`src/rtl/vgpr_operand_collector.sv`:
```
// Operand collector in front of the 3R/1W VGPR bank. It issues up to three reads
// (src0 may be a 64-bit pair), snoops the write port for forwarding, and hands operands to issue.
module vgpr_operand_collector #(
    parameter int ADDR_W = 10,
    parameter int DATA_W = 32,
    parameter int TAG_W  = 6
) (
    input  logic                clk,
    input  logic                rst,
    input  logic                req_valid,
    output logic                req_ready,
    input  logic [ADDR_W-1:0]   req_src0_addr,
    input  logic [ADDR_W-1:0]   req_src1_addr,
    input  logic [ADDR_W-1:0]   req_src2_addr,
    input  logic [2:0]          req_src_mask,
    input  logic                req_src0_dbl,
    input  logic [TAG_W-1:0]    req_tag,
    output logic [ADDR_W-1:0]   rd0_addr,
    output logic [ADDR_W-1:0]   rd1_addr,
    output logic [ADDR_W-1:0]   rd2_addr,
    input  logic [DATA_W-1:0]   rd0_data,
    input  logic [DATA_W-1:0]   rd1_data,
    input  logic [DATA_W-1:0]   rd2_data,
    input  logic [ADDR_W-1:0]   wr0_addr,
    input  logic [3:0]          wr0_en,
    input  logic [DATA_W-1:0]   wr0_data,
    output logic                out_valid,
    input  logic                out_ready,
    output logic [2*DATA_W-1:0] out_src0,
    output logic [DATA_W-1:0]   out_src1,
    output logic [DATA_W-1:0]   out_src2,
    output logic [TAG_W-1:0]    out_tag
);

    typedef enum logic [2:0] {
        IDLE    = 3'd0,
        ISSUE   = 3'd1,
        CAPT    = 3'd2,
        CAPT_HI = 3'd3,
        VALID   = 3'd4
    } state_t;

    localparam logic [ADDR_W-1:0] ADDR_ZERO = {ADDR_W{1'b0}};
    localparam logic [ADDR_W-1:0] ADDR_ONE  = ADDR_W'(1'b1);
    localparam logic [DATA_W-1:0] DATA_ZERO = {DATA_W{1'b0}};

    // A snooped write hits a read port when it is real, the port is in use and addresses match.
    function automatic logic wr_hit(input logic [3:0]        en,
                                    input logic [ADDR_W-1:0] waddr,
                                    input logic [ADDR_W-1:0] raddr,
                                    input logic              used);
        return (en != 4'b0000) && (waddr == raddr) && used;
    endfunction

    state_t              state_r, state_nxt_s;
    logic                req_ready_r, out_valid_r;
    logic [2:0]          mask_r;
    logic                dbl_r;
    logic [ADDR_W-1:0]   rd_addr_r [3];
    logic [DATA_W-1:0]   rd_data_s [3];
    logic [2:0]          fwd_r;
    logic [DATA_W-1:0]   fwd_data_r [3];
    logic [2:0]          hit_s;
    logic [DATA_W-1:0]   lo_s [3];
    logic [2*DATA_W-1:0] out_src0_r;
    logic [DATA_W-1:0]   out_src1_r, out_src2_r;
    logic [TAG_W-1:0]    out_tag_r;

    assign rd_data_s[0] = rd0_data;
    assign rd_data_s[1] = rd1_data;
    assign rd_data_s[2] = rd2_data;

    assign req_ready = req_ready_r;
    assign out_valid = out_valid_r;
    assign rd0_addr  = rd_addr_r[0];
    assign rd1_addr  = rd_addr_r[1];
    assign rd2_addr  = rd_addr_r[2];
    assign out_src0  = out_src0_r;
    assign out_src1  = out_src1_r;
    assign out_src2  = out_src2_r;
    assign out_tag   = out_tag_r;

    // Per-port write hit and the low dword each port would capture this cycle.
    always_comb begin
        hit_s = 3'b000;
        for (int k = 0; k < 3; k++) begin
            hit_s[k] = wr_hit(wr0_en, wr0_addr, rd_addr_r[k], mask_r[k]);
            if (!mask_r[k]) begin
                lo_s[k] = DATA_ZERO;
            end else if (fwd_r[k]) begin
                lo_s[k] = fwd_data_r[k];
            end else begin
                lo_s[k] = rd_data_s[k];
            end
        end
    end

    // Next-state logic.
    always_comb begin
        state_nxt_s = state_r;
        case (state_r)
            IDLE: begin
                if (req_valid) begin
                    state_nxt_s = ISSUE;
                end else begin
                    state_nxt_s = IDLE;
                end
            end
            ISSUE: state_nxt_s = CAPT;
            CAPT: begin
                if (dbl_r) begin
                    state_nxt_s = CAPT_HI;
                end else begin
                    state_nxt_s = VALID;
                end
            end
            CAPT_HI: state_nxt_s = VALID;
            VALID: begin
                if (out_ready) begin
                    state_nxt_s = IDLE;
                end else begin
                    state_nxt_s = VALID;
                end
            end
            default: state_nxt_s = IDLE;
        endcase
    end

    // State register with handshake flags registered from the next state.
    always_ff @(posedge clk or negedge rst) begin
        if (!rst) begin
            state_r     <= IDLE;
            req_ready_r <= 1'b1;
            out_valid_r <= 1'b0;
        end else begin
            state_r     <= state_nxt_s;
            req_ready_r <= (state_nxt_s == IDLE);
            out_valid_r <= (state_nxt_s == VALID);
        end
    end

    // Datapath: address issue, forwarding capture and operand assembly.
    always_ff @(posedge clk or negedge rst) begin
        if (!rst) begin
            mask_r     <= 3'b000;
            dbl_r      <= 1'b0;
            fwd_r      <= 3'b000;
            out_src0_r <= {(2*DATA_W){1'b0}};
            out_src1_r <= DATA_ZERO;
            out_src2_r <= DATA_ZERO;
            out_tag_r  <= {TAG_W{1'b0}};
            for (int k = 0; k < 3; k++) begin
                rd_addr_r[k]  <= ADDR_ZERO;
                fwd_data_r[k] <= DATA_ZERO;
            end
        end else begin
            case (state_r)
                IDLE: begin
                    if (req_valid) begin
                        mask_r       <= req_src_mask;
                        // a pair is only fetched when src0 is actually used
                        dbl_r        <= req_src0_dbl & req_src_mask[0];
                        out_tag_r    <= req_tag;
                        fwd_r        <= 3'b000;
                        rd_addr_r[0] <= req_src_mask[0] ? req_src0_addr : ADDR_ZERO;
                        rd_addr_r[1] <= req_src_mask[1] ? req_src1_addr : ADDR_ZERO;
                        rd_addr_r[2] <= req_src_mask[2] ? req_src2_addr : ADDR_ZERO;
                    end
                end
                ISSUE: begin
                    for (int k = 0; k < 3; k++) begin
                        if (hit_s[k]) begin
                            fwd_r[k]      <= 1'b1;
                            fwd_data_r[k] <= wr0_data;
                        end
                    end
                    if (dbl_r) begin
                        rd_addr_r[0] <= rd_addr_r[0] + ADDR_ONE;
                    end
                end
                CAPT: begin
                    out_src0_r[DATA_W-1:0] <= lo_s[0];
                    out_src1_r             <= lo_s[1];
                    out_src2_r             <= lo_s[2];
                    if (dbl_r) begin
                        // port 0 flag is reused for the high dword, now addressed at base+1
                        fwd_r[0]      <= hit_s[0];
                        fwd_data_r[0] <= wr0_data;
                    end else begin
                        out_src0_r[2*DATA_W-1:DATA_W] <= DATA_ZERO;
                    end
                end
                CAPT_HI: begin
                    out_src0_r[2*DATA_W-1:DATA_W] <= fwd_r[0] ? fwd_data_r[0] : rd_data_s[0];
                end
                VALID: begin
                    out_tag_r <= out_tag_r;
                end
                default: begin
                    fwd_r <= 3'b000;
                end
            endcase
        end
    end

endmodule
```
`config.mk`:
```
export PLATFORM = sky130hd
export DESIGN_NAME = vgpr_operand_collector
export DESIGN_NICKNAME = d
export VERILOG_FILES = /design/src/rtl/vgpr_operand_collector.sv
export SDC_FILE = /design/constraint.sdc
export NUM_CORES = 1
export LEC_CHECK = 0
export BUFFER_PORTS_ARGS = -buffer_cell sky130_fd_sc_hd__buf_4
export CAP_MARGIN = 40
export CORE_UTILIZATION = 47
export DETAILED_ROUTE_END_ITERATION = 10
export HOLD_SLACK_MARGIN = 0.15
export PLACE_DENSITY = 0.74
export SLEW_MARGIN = 30
export SYNTH_ARGS = -nofsm -noshare
export SYNTH_HDL_FRONTEND = slang
export SYNTH_SLANG_ARGS = --single-unit
```
`constraint.sdc`:
```
create_clock -name clk -period 2.4 [get_ports clk]
set_clock_uncertainty 0.15 [all_clocks]
set_input_delay 0 -clock clk [delete_from_list [all_inputs] [get_ports clk]]
set_output_delay 0 -clock clk [all_outputs]
set_load 0.005 [all_outputs]
```
### Word level (Yosys, flattened, before mapping)

Index checks and enable logic that the tools add are counted.

| word-level totals | value |
|---|---|
| output and inout port bits | 166 |
| flip-flop bits (word level) | 272 |
| input bits | 186 |
| word-level logic and storage cells | 89 |

| cells by class | value |
|---|---|
| bitwise operators | 3 |
| muxes and demuxes | 28 |
| reductions and logical operators | 23 |
| add/sub/neg operators | 1 |
| eq/ne operators | 15 |

Operators by type and width:

| kind | number |
|---|---|
| 2-to-1 mux 32 bit | 9 |
| case mux 32 bit (2 select lines) | 2 |
| 2-to-1 mux 10 bit | 4 |
| == test 10 bit | 3 |
| 2-to-1 mux 30 bit | 1 |
| case mux 10 bit (2 select lines) | 1 |
| case mux 3 bit (5 select lines) | 1 |
| inequality test 2 bit, second input constant | 7 |
| AND reduction 3 bit | 4 |
| adder 10 x 1 -> 10 bit, second input constant | 1 |
| 2-to-1 mux 3 bit | 3 |
| AND reduction 2 bit | 4 |
| == test 3 x 2 -> 1 bit, second input constant | 2 |
| == test 3 bit, second input constant | 2 |
| logical AND 1 bit | 6 |
| logical NOT 3 bit | 2 |
| case mux 2 bit (3 select lines) | 1 |
| nonzero test 2 bit | 3 |
| 2-to-1 mux 1 bit | 5 |
| case mux 1 bit (4 select lines) | 1 |
| AND reduction 4 bit | 1 |
| nonzero test 4 bit | 1 |
| == test 3 x 1 -> 1 bit, second input constant | 1 |
| OR reduction 3 bit | 1 |
| other kinds (3) | 4 |

### Logic depth before layout (Yosys ltp)

| depth | value |
|---|---|
| depth in word-level cells | 5 |
| mapped depth | 7 |

### Worst setup path before layout

No wires, ideal clock.

| path | value |
|---|---|
| path type | register -> register |
| from | register state_r[1] |
| to | register fwd_data_r[34] in the netlist's numbering |
| buffers on the path | 2 |
| setup time | 125 ps |
| clock period less this slack | 2,212 ps |
| arrival time | 1,938 ps |
| stages on the path, launching flop included | 7 |
| slack | 188 ps |
| cell sequence | dfrtp_1 > buf_2 > nor3b_4 > nand4_2 > nor4_4 > buf_6 > mux2_2 |

| on the way | value |
|---|---|
| cells in the longest elaborated chain, start to end | 2 |

Ends and longest elaborated chain:

| element | line | source |
|---|---|---|
| from (decl) | 55 | `state_t state_r, state_nxt_s;` |
| from (signal assigned) | 136 | `state_r <= state_nxt_s;` |
| == test 3 x 1 -> 1 bit | 157 | `case (state_r)` |
| AND reduction 2 bit (no line) | n/a |  |
| to (signal, indexed assignment) | 174 | `fwd_data_r[k] <= wr0_data;` |
| to (decl) | 62 | `logic [DATA_W-1:0] fwd_data_r [3];` |

Every way passes these cells.
A chain may end at the register's enable or synchronous reset.

### Final worst setup path

| path | value |
|---|---|
| from | input req_src1_addr[6] |
| to | register rd_addr_r (netlist bit rd1_addr[6]) |

| on the way | value |
|---|---|
| cells in the longest elaborated chain, start to end | 1 |

Ends and longest elaborated chain:

| element | line | source |
|---|---|---|
| from (decl) | 13 | `input logic [ADDR_W-1:0] req_src1_addr,` |
| 2-to-1 mux 10 bit | 166 | `rd_addr_r[1] <= req_src_mask[1] ? req_src1_addr : ADDR_ZERO;` |
| to (decl) | 59 | `logic [ADDR_W-1:0] rd_addr_r [3];` |

Every way passes these cells.

==> flow_metrics.py <==
metrics = {
    "run_status": {
        "run_status": "complete, no violations",
    },
    "floorplan": {
        "io-pin-count": 352,
        "dieWidth_um": 162,
        "initial_core_util": 0.476,
        "coreArea_sq_um": 25100,
        "fp.dieArea_sq_um": 26100,
        "placementRows": 58,
        "die_y_um": 162,
    },
    "pwr": {
        "pwr-share-seq": 0.388,
        "ir_drop_uv": 722,
        "power_density_nw_per_um2": 908,
        "intPower_mw": 11.6,
        "p_sw_mw": 5.92,
        "pwr-share-clk": 0.263,
        "swShare": 0.339,
        "p_comb_frac": 0.349,
        "power.leakage_nw": 9.06,
    },
    "synth": {
        "synth_flop_cell": "dfrtp_1",
        "synth_top_area_cell": "dfrtp_1",
        "synthDistinctLibCells": 46,
        "synth-simple-area-share": 0.0975,
        "yosys_warnings": 0,
        "synth-compound-area-share": 0.109,
        "postSynthAreaPerCell_sq_um": 11.7,
        "synth.mux.area_fraction": 0.172,
        "syn_nets": 1212,
        "post-synth-top-count-cell": "dfrtp_1",
        "synth-xor-area-share": 0.0220,
        "synth-edff-count": 0,
        "seq_area_frac_synth": 0.569,
        "yosys_register_bits": 272,
        "synth_fa_ha_area_frac": 0.00105,
        "synthArstFlopShare": 1.00,
        "synth_top_cell_area_share": 0.567,
        "ys_top_cells_by_count": "dfrtp_1 (271), nand2_1 (120), nor2_1 (105), mux2i_1 (98), a22o_1 (96)",
        "synth_cells": 1025,
        "syn_area_sq_um": 12000,
        "synth_top_family_by_area": "multiplexers",
        "synthTopCellsByArea": "dfrtp_1 (57%), mux2_2 (8.4%), mux2i_1 (8.2%)",
    },
    "critical_path": {
        "rr_startpoint": "state_r[1]$_DFF_PN0_",
        "cp-start-kind": "primary input",
        "required_ns": 2.67,
        "arrival_ns": 2.66,
        "reg2reg_slack_ns": 0.06,
        "worstReg2RegEnd": "rd0_addr[3]$_DFFE_PN0P_",
        "crit_type": "primary input to register",
        "worst-path-max-fanout": 1,
        "cp-end-kind": "register",
        "r2r_cells": 7,
    },
    "cts": {
        "clkLatencyLatePin_ns": 0.55,
        "clk_path_buf_depth": 3,
        "tritoncts": "yes",
        "cts_buffers": 29,
        "numClockSinks": 272,
        "htreeDepth": 1,
        "clk_pin_slew_ns": 0.07,
        "clockRootBuffer": "clkbuf_16",
    },
    "sta": {
        "finalCritPeriodShare": 0.995,
        "rsz0062_at_grt": "true",
        "finalWorstSetupSlack_ns": 0.0122,
        "timing.final.hold_violations": 0,
        "min_period_ns": 2.39,
        "slew_viol_final": 0,
        "max_slew_margin": 0.563,
        "setup_viol": 0,
        "fmax_mhz": 419,
        "worst_slew_pin_slew_ns": 0.656,
    },
    "finish": {
        "finalInstanceArea_sq_um": 19300,
        "syn_to_final_growth_pct": 61.1,
        "nets": 1872,
        "layout-drive-gt1-share": 0.320,
    },
    "grt": {
        "grt_util_met1": 0.414,
        "met2_usage": 0.599,
        "grt_usage": 0.350,
        "grt_max_degree": 95,
        "grt_pass1_vias": 12500,
        "grt_first_pass_wirelength_um": 70200,
        "antenna_found_initial": 0,
        "gr-max-usage-layer": "met2",
        "grt_overflow_total": 0,
        "grt_util_met3": 0.0657,
    },
    "placement": {
        "port_buffers": 351,
        "post_dp_cell_area_sq_um": 15100,
        "dpl_worst_slack_ns": 0.212,
        "gp_congestion": 0.877,
        "place_hpwl_um": 24200,
    },
    "detailed_routing": {
        "drc": 0,
        "first_iter_violations": 1069,
        "dr.pass1.iters": 5,
        "vias_per_cell": 5.76,
        "ant_nets": 0,
        "totalWireLength_um": 46000,
        "routedWlPerCell_um": 22.6,
        "vias": 11700,
    },
    "hold_path": {
        "hold_end": "fwd_data_r[68]$_DFFE_PN0P_",
        "min-delay-path-class": "primary input to register",
        "hold_depth": 3,
        "worstHoldStart": "wr0_data[4]",
    },
    "run": {
        "maxCapViolations": 0,
    },
}
stage by stage:
step	utilization	std cells	TNS [ns]	power, mW	hold slack [ns]
after floorplan	-	1025	0	9.00	-0.446
after global placement	0.601	1666	0	11.6	-0.123
after detailed placement	0.601	1666	0	11.7	-0.122
after CTS	0.764	2032	0	16.9	0.153
after global routing	0.767	2037	-0.00636	18.2	0.173
final	0.767	2038	0	17.5	0.190
state kept, by name (all words and copies together), names as in the netlist:
signal and count:
out_tag 6, out_src0 64, dbl_r 1, fwd_r 3, out_src1 32, rd1_addr 10, fwd_data_r 96, out_valid 1
rd0_addr 10, req_ready 1, out_src2 32, rd2_addr 10, state_r 3, mask_r 3
routing by layer:
layer  vias up  share of wire
met3       226          0.080
met1      5818           0.37
met5         -              0
met2       751           0.49
li1       4950              -
met4         0          0.059
area by class of cell:
cell class,count,area [sq um]
antenna,1,2.50
clock buffer,43,858
clock inverter,10,108
fill,1481,5840
inverter,2,7.51
multi-input combinational,676,4860
sequential,272,6810
tap,330,413
timing repair buffer,704,6200
logic make-up after synthesis:
logic type	Yosys count
simple gates	270
fa+ha+maj	1
compound gates	181
xor+xnor	30
mux	194
flops	272
buf+inv	77
worst max-delay path, stage by stage:
cell           delay, ns
dlygate4sd3_1       0.56
buf_4               0.14
dlygate4sd3_1       0.57
nand2_1             0.10
dlygate4sd3_1       0.60
o21ai_1             0.08
dlygate4sd3_1       0.61
worst max path at each step:
stage          depth (start not counted)                  from                          to
6_report                               7      req_src1_addr[6]     rd1_addr[6]$_DFFE_PN0N_
5_1_grt                                7      req_src2_addr[5]     rd2_addr[5]$_DFFE_PN0N_
4_1_cts                                7  state_r[2]$_DFF_PN0_      out_tag[4]$_DFFE_PN0N_
3_5_place_dp                           5  state_r[1]$_DFF_PN0_  fwd_data_r[22]$_DFFE_PN0P_
3_3_place_gp                           5  state_r[1]$_DFF_PN0_  fwd_data_r[36]$_DFFE_PN0P_
2_1_floorplan                          6  state_r[1]$_DFF_PN0_  fwd_data_r[34]$_DFFE_PN0P_
cell usage in the layout (no fill, tap or decap), drive strengths merged, types with 2 or more instances in the layout:
master	Yosys	final
dfrtp	271	271
a21o	2	2
xor2	6	6
a311oi	2	2
o21ai	61	61
nor3	3	3
a31oi	6	6
clkinv	0	6
dlygate4sd3	0	313
clkbuf	54	44
mux2i	98	98
a22o	96	96
nor4	7	7
nor2	105	105
bufinv	0	2
nor3b	2	2
nand3	17	17
xnor2	24	24
a21oi	7	7
buf	21	390
mux2	96	96
inv	2	4
nand4	7	7
o41ai	2	2
nand2	120	120
power by group through the flow:
stage                     Sequential (mW)  Combinational (mW)  Clock (mW)
after CTS                            6.65                5.65        4.59
after global routing                 6.88                6.46        4.84
after global placement               6.68                4.88           0
after detailed placement             6.70                5.01           0
after floorplan                      6.54                2.46           0
final                                6.79                6.10        4.59
timing repair:
item                       4_1_cts  5_1_grt
setup endpoints to repair        0       33
buffers inserted                 0        4
gates resized for setup          0        9
hold buffers                   313        0
hold endpoints to repair       543        0
No activity file was read; power rests on OpenSTA's default activity.
